[src/rtl/audio_pkg.sv]
// Shared encodings for the voice scheduler: per-voice lifecycle states,
// controller FSM states and the default FCW width.
package audio_pkg;

    localparam int FCW_WIDTH_DEFAULT = 24;

    typedef enum logic [1:0] {
        V_FREE      = 2'd0,
        V_STARTING  = 2'd1,
        V_ACTIVE    = 2'd2,
        V_RELEASING = 2'd3
    } voice_state_e;

    typedef enum logic [2:0] {
        S_IDLE       = 3'd0,
        S_ALLOC      = 3'd1,
        S_STEAL_RST  = 3'd2,
        S_START_WAIT = 3'd3,
        S_OFF_SEARCH = 3'd4
    } sched_state_e;

endpackage

[src/rtl/prio_enc.sv]
// Lowest-set-bit priority encoder; used for both free-voice search and
// note-off match search.
module prio_enc #(
    parameter int WIDTH = 4,
    parameter int IDX_W = $clog2(WIDTH)
) (
    input  logic [WIDTH-1:0] req,
    output logic             found,
    output logic [IDX_W-1:0] idx
);

    // Scan from the top down so the lowest set bit is the last one written.
    always_comb begin
        found = 1'b0;
        idx   = '0;
        for (int i = WIDTH - 1; i >= 0; i--) begin
            if (req[i]) begin
                found = 1'b1;
                idx   = IDX_W'(i);
            end
        end
    end

endmodule

[src/rtl/voice_scheduler.sv]
// Allocates phase-accumulator voices for note-on/note-off commands, drives
// per-voice FCW/start/release/reset and retires voices once they finish.
module voice_scheduler
    import audio_pkg::*;
#(
    parameter int NUM_VOICES = 4,
    parameter int FCW_WIDTH  = FCW_WIDTH_DEFAULT,
    parameter int VID_W      = $clog2(NUM_VOICES)
) (
    input  logic                            clk,
    input  logic                            rst,
    input  logic                            cmd_valid,
    output logic                            cmd_ready,
    input  logic                            cmd_off,
    input  logic [FCW_WIDTH-1:0]            cmd_fcw,
    output logic [NUM_VOICES*FCW_WIDTH-1:0] voice_fcw,
    output logic [NUM_VOICES-1:0]           voice_start,
    output logic [NUM_VOICES-1:0]           voice_release,
    output logic [NUM_VOICES-1:0]           voice_reset,
    input  logic [NUM_VOICES-1:0]           voice_valid,
    input  logic [NUM_VOICES-1:0]           voice_finished,
    output logic [NUM_VOICES-1:0]           active_mask,
    output logic                            off_miss
);

    sched_state_e         state_q, state_d;
    voice_state_e         vstate_q [NUM_VOICES];
    voice_state_e         vstate_d [NUM_VOICES];
    logic [FCW_WIDTH-1:0] fcw_q    [NUM_VOICES];
    logic [FCW_WIDTH-1:0] fcw_d    [NUM_VOICES];
    logic [FCW_WIDTH-1:0] cmd_fcw_q, cmd_fcw_d;
    logic [VID_W-1:0]     tgt_q, tgt_d;
    logic [VID_W-1:0]     steal_ptr_q, steal_ptr_d;
    logic [NUM_VOICES-1:0] retire_q, retire_d;

    logic [NUM_VOICES-1:0] free_vec, match_vec, tgt_onehot, free_onehot, match_onehot;
    logic [NUM_VOICES-1:0] steal_rst_vec, enter_vec;
    logic                  free_found, match_found;
    logic [VID_W-1:0]      free_idx, match_idx;

    always_comb begin
        free_vec     = '0;
        match_vec    = '0;
        tgt_onehot   = '0;
        free_onehot  = '0;
        match_onehot = '0;
        for (int v = 0; v < NUM_VOICES; v++) begin
            free_vec[v]     = (vstate_q[v] == V_FREE);
            match_vec[v]    = (vstate_q[v] == V_ACTIVE) && (fcw_q[v] == cmd_fcw_q);
            tgt_onehot[v]   = (tgt_q == VID_W'(v));
            free_onehot[v]  = free_found && (free_idx == VID_W'(v));
            match_onehot[v] = match_found && (match_idx == VID_W'(v));
        end
    end

    prio_enc #(.WIDTH(NUM_VOICES), .IDX_W(VID_W)) u_free_enc (
        .req   (free_vec),
        .found (free_found),
        .idx   (free_idx)
    );

    prio_enc #(.WIDTH(NUM_VOICES), .IDX_W(VID_W)) u_match_enc (
        .req   (match_vec),
        .found (match_found),
        .idx   (match_idx)
    );

    always_ff @(posedge clk) begin
        if (rst) state_q <= S_IDLE;
        else     state_q <= state_d;
    end

    // Stealing only advances steal_ptr; the free path leaves it untouched.
    always_comb begin
        state_d     = state_q;
        cmd_fcw_d   = cmd_fcw_q;
        tgt_d       = tgt_q;
        steal_ptr_d = steal_ptr_q;
        case (state_q)
            S_IDLE: begin
                if (cmd_valid && cmd_ready) begin
                    cmd_fcw_d = cmd_fcw;
                    state_d   = cmd_off ? S_OFF_SEARCH : S_ALLOC;
                end
            end
            S_ALLOC: begin
                if (free_found) begin
                    tgt_d   = free_idx;
                    state_d = S_START_WAIT;
                end else begin
                    tgt_d       = steal_ptr_q;
                    steal_ptr_d = steal_ptr_q + 1'b1;
                    state_d     = S_STEAL_RST;
                end
            end
            S_STEAL_RST:  state_d = S_START_WAIT;
            S_START_WAIT: if (voice_valid[tgt_q]) state_d = S_IDLE;
            S_OFF_SEARCH: state_d = S_IDLE;
            default:      state_d = S_IDLE;
        endcase
    end

    always_comb begin
        cmd_ready     = (state_q == S_IDLE) && !rst;
        voice_start   = (state_q == S_START_WAIT) ? tgt_onehot : '0;
        steal_rst_vec = (state_q == S_STEAL_RST) ? tgt_onehot : '0;
        voice_reset   = retire_q | steal_rst_vec;
        voice_release = (state_q == S_OFF_SEARCH) ? match_onehot : '0;
        off_miss      = (state_q == S_OFF_SEARCH) && !match_found;
        enter_vec     = '0;
        if (state_q == S_ALLOC) enter_vec = free_onehot;
        else if (state_q == S_STEAL_RST) enter_vec = tgt_onehot;
        for (int v = 0; v < NUM_VOICES; v++) active_mask[v] = (vstate_q[v] == V_ACTIVE);
    end

    // Later assignments take priority: a steal overrides a same-cycle retirement.
    always_comb begin
        for (int v = 0; v < NUM_VOICES; v++) begin
            vstate_d[v] = vstate_q[v];
            fcw_d[v]    = fcw_q[v];
            retire_d[v] = voice_finished[v] && (vstate_q[v] == V_RELEASING)
                          && !retire_q[v] && !steal_rst_vec[v];
            if (retire_q[v])      vstate_d[v] = V_FREE;
            if (voice_release[v]) vstate_d[v] = V_RELEASING;
            if (enter_vec[v]) begin
                vstate_d[v] = V_STARTING;
                fcw_d[v]    = cmd_fcw_q;
            end
            if (voice_start[v] && voice_valid[v]) vstate_d[v] = V_ACTIVE;
        end
    end

    always_ff @(posedge clk) begin
        if (rst) begin
            cmd_fcw_q   <= '0;
            tgt_q       <= '0;
            steal_ptr_q <= '0;
            retire_q    <= '0;
            for (int v = 0; v < NUM_VOICES; v++) begin
                vstate_q[v] <= V_FREE;
                fcw_q[v]    <= '0;
            end
        end else begin
            cmd_fcw_q   <= cmd_fcw_d;
            tgt_q       <= tgt_d;
            steal_ptr_q <= steal_ptr_d;
            retire_q    <= retire_d;
            for (int v = 0; v < NUM_VOICES; v++) begin
                vstate_q[v] <= vstate_d[v];
                fcw_q[v]    <= fcw_d[v];
            end
        end
    end

    for (genvar g = 0; g < NUM_VOICES; g++) begin : g_fcw_pack
        assign voice_fcw[g*FCW_WIDTH +: FCW_WIDTH] = fcw_q[g];
    end

endmodule

[config.mk]
export PLATFORM = sky130hd
export DESIGN_NAME = voice_scheduler
export DESIGN_NICKNAME = d
export VERILOG_FILES = /design/src/rtl/audio_pkg.sv /design/src/rtl/prio_enc.sv /design/src/rtl/voice_scheduler.sv
export SDC_FILE = /design/constraint.sdc
export NUM_CORES = 1
export LEC_CHECK = 0
export ABC_CLOCK_PERIOD_IN_PS = 2300
export CAP_MARGIN = 20
export CORE_MARGIN = 1.5
export CORE_UTILIZATION = 50
export DETAILED_ROUTE_END_ITERATION = 8
export HOLD_SLACK_MARGIN = 0.05
export PLACE_DENSITY = 0.8
export SETUP_SLACK_MARGIN = 0.2
export SLEW_MARGIN = 20
export SYNTH_ARGS = -nofsm -noshare
export SYNTH_HDL_FRONTEND = slang
export SYNTH_SLANG_ARGS = --single-unit
[constraint.sdc]
create_clock -name clk -period 2.3 [get_ports clk]
set_input_delay 0.345 -clock clk [delete_from_list [all_inputs] [get_ports clk]]
set_output_delay 0.345 -clock clk [all_outputs]
set_load 0.03 [all_outputs]
==> metrics.md <==
| Metric | Value |
|---|---|
| Final Cycle Share | `127%` |
| Cell count after placement | `~1200` |
| Die height | `approximately 120 um` |
| Top-level I/O count | `150` |
| Final setup viols | `8` |
| Initial DRT Pass Iterations | `9` |
| N_diodes | `0` |
| Fin Clk Skew | `11.4 ps` |
| CP Class | `flop to output pin` |
| Post-synthesis sequential area ratio | `between 40% and 50%` |
| Asr flop ratio synth | `0%` |
| Critical path endpoint category | `output pin` |
| Fin. max-slew vios | `0` |
| Clk slew on worst S/H paths | `60 ps` |
| Row count | `between 40 and 50` |
| Worst path cell trace | `buf_8 -> xor2_1 -> nor4_1 -> nand3_1 -> nor4_4 -> buf_4 -> nand4_1 -> inv_2 -> buf_6` |
| Synth Cell Area | `around 6500 um2` |
| Most common cell after layout, fill and taps aside | `buf_4` |
| Violated checks | `DRC, setup timing` |
| Slew @ Worst Pin | `782 ps` |
| Mapped Avg Cell Area | `8.51 um2` |
| HP Class | `input pin to flop` |
| Status | `finished, violations left` |
| RSZ-0062 raised after global routing | `true` |
| Global-route wire length before repair | `39900 um` |
| Final Hold Fails | `0` |
| WP data required | `1960 ps` |
| Initial antenna violation count | `0` |
| Critical Path Max Stage Delay | `between 300 and 400 ps` |
| Max Cap Viol | `0` |
| FF+latch area | `roughly 2800 um2` |
| Crit-path slowest cell | `dfxtp_4` |
| Die W | `117 um` |
| CTS Buf Count | `17` |
| Fin area | `approximately 11000 um2` |
| I/O Buffers | `approximately 150` |
| Syn-to-layout area delta | `61.3%` |
| Synthesized Nets | `802` |
| Flops & latches, synth | `between 100 and 150` |
| Yosys cell types | `52` |
| Worst setup margin | `-616 ps` |
| Startpoint types | `flop` |
| Post-DR vias/cell | `6.15` |
| GRT overflow | `0` |
| Worst-path maximum fanout | `8` |
| Core Area | `12700 um2` |
| Total Wirelength | `30000 um` |
| HPWL Detailed | `16900 um` |
| Largest net degree at the start of global routing | `139` |
| Initial DRC Count | `approximately 1100` |
| Footprint of the multi-input gates | `3670 um2` |
| Vias | `7740` |
| Synth Instances | `766` |
| Power Density | `674 nW/um2` |
| Total global-route track usage | `39.8%` |
| Vias in the first global route | `7320` |
| Worst path arrival time | `2570 ps` |
| Leakage power | `4.52 nW` |
| H-Tree Depth | `4` |
| Min cycle time layout | `2920 ps` |
| Fill cells | `646` |
| Peak VDD IR | `between 0.5 and 0.6 mV` |
| Post-synth EDFFs | `0` |
| Clk buf depth | `2` |
| Initial Util | `51.5%` |
| Yosys warns | `0` |
| Main synth FF type | `dfxtp_1` |
| Most frequent cells in the layout | `buf_4, nand2_1, clkdlybuf4s50_1` |
| Die area | `13700 um2` |
| CTS sink cnt | `139` |
| Routability cong. | `0.920` |
| Post-DP Area | `9290 um2` |
| Worst-skew pair later-pin latency | `440 ps` |
| Residual DRC | `18` |
| Antenna Violating Nets Remaining | `0` |
| Nets | `~1100` |
| CTS tree | `done` |
| Non-Filler Instances | `1259` |
| Layout cells sized above 1 | `30.1%` |
| Final Total Pwr | `7.09 mW` |
| CTS Root Cell | `clkbuf_16` |
| Fmax | `roughly 340 MHz` |
| Relative slew slack | `47.4%` |
| WL per Instance | `23.9 um` |
[registers in the layout (all words and copies together), names as in the netlist]
name / cells
vstate_q: 8
state_q: 3
fcw_q: 96
tgt_q: 2
retire_q: 4
cmd_fcw_q: 24
steal_ptr_q: 2
[per-layer routing]
| metal | vias to the layer above | global-route usage [%] | part of all wire, % |
|---|---|---|---|
| li1 | 3166 | - | - |
| met4 | 0 | 29.5 | 9.7 |
| met1 | 3569 | 45.1 | 34 |
| met5 | - | 0 | 0 |
| met2 | 718 | 63.6 | 44 |
| met3 | 287 | 11.7 | 12 |
[Yosys cell counts (7+ instances only)]
| cell | count | share of area [%] |
|---|---|---|
| nand3b_1 | 24 | 2.8 |
| nand4_1 | 19 | 1.8 |
| nand2_1 | 162 | 9.3 |
| mux2i_1 | 48 | 7.4 |
| nor4_1 | 11 | 1.1 |
| a21oi_1 | 56 | 4.3 |
| nor2_1 | 66 | 3.8 |
| nor3_1 | 12 | 0.92 |
| buf_2 | 26 | 2.0 |
| dfxtp_1 | 139 | 43 |
| xnor2_1 | 66 | 8.9 |
| xor2_1 | 32 | 4.3 |
| buf_6 | 7 | 1.2 |
| inv_1 | 9 | 0.52 |
| clkbuf_1 | 21 | 1.2 |
[critical path, delay by kind of cell (launching register included)]
kind	cells	cell delay, ps
buffers and inverters	4	560
and+or+nand+nor	4	1050
xor gates and xnor gates	1	150
DFF	1	370
[repair_timing]
action	4_1_cts	5_1_grt
hold buffers	0	0
setup buffers	25	9
pin swaps	16	12
endpoints found under the setup margin	23	35
gates resized for setup	93	59
[cells by family after synthesis]
| kind of cell | share of synthesized area [%] |
|---|---|
| buf+inv | 5.56 |
| xor+xnor | 13.2 |
| compound gates | 7.33 |
| flops | 42.7 |
| mux | 7.71 |
| simple gates | 23.6 |
[layout make-up]
class	count	share of cell area (%)
inverter	9	0.321
tap	172	2.05
timing repair buffer	350	30.1
sequential	139	27.0
clock inverter	7	0.833
multi-input combinational	558	34.9
clock buffer	24	4.77
[path summary, 6_finish.rpt]
path,start,endpoint,slack [ps],cells past startpoint
worst max-delay path,cmd_fcw_q[21],voice_release[3],-620,9
worst min-delay path,rst,fcw_q[0][5],450,3
worst max register to register,cmd_fcw_q[21],vstate_q[3][0],-430,12
worst min register to register,fcw_q[2][2],fcw_q[2][2],490,2
[stage by stage]
| stage | hold slack [ps] | setup TNS (ps) | setup WS [ps] | utilization [%] |
|---|---|---|---|---|
| final | 450 | -3320 | -616 | 83.0 |
| after global routing | 473 | -4430 | -809 | 83.0 |
| after CTS | 455 | -1560 | -359 | 80.9 |
| after global placement | 470 | -942 | -381 | 73.3 |
| after detailed placement | 478 | -1070 | -432 | 73.3 |
| after floorplan | 444 | 0 | 140 | - |
[power by group]
| group | switching (mW) | total, mW | internal (mW) | leakage (nW) |
|---|---|---|---|---|
| registers | 0.113 | 2.61 | 2.50 | 1.14 |
| logic | 0.891 | 1.67 | 0.780 | 3.09 |
| clock network | 1.08 | 2.81 | 1.73 | 0.292 |
Note: power is estimated with default switching activity, not from simulation.
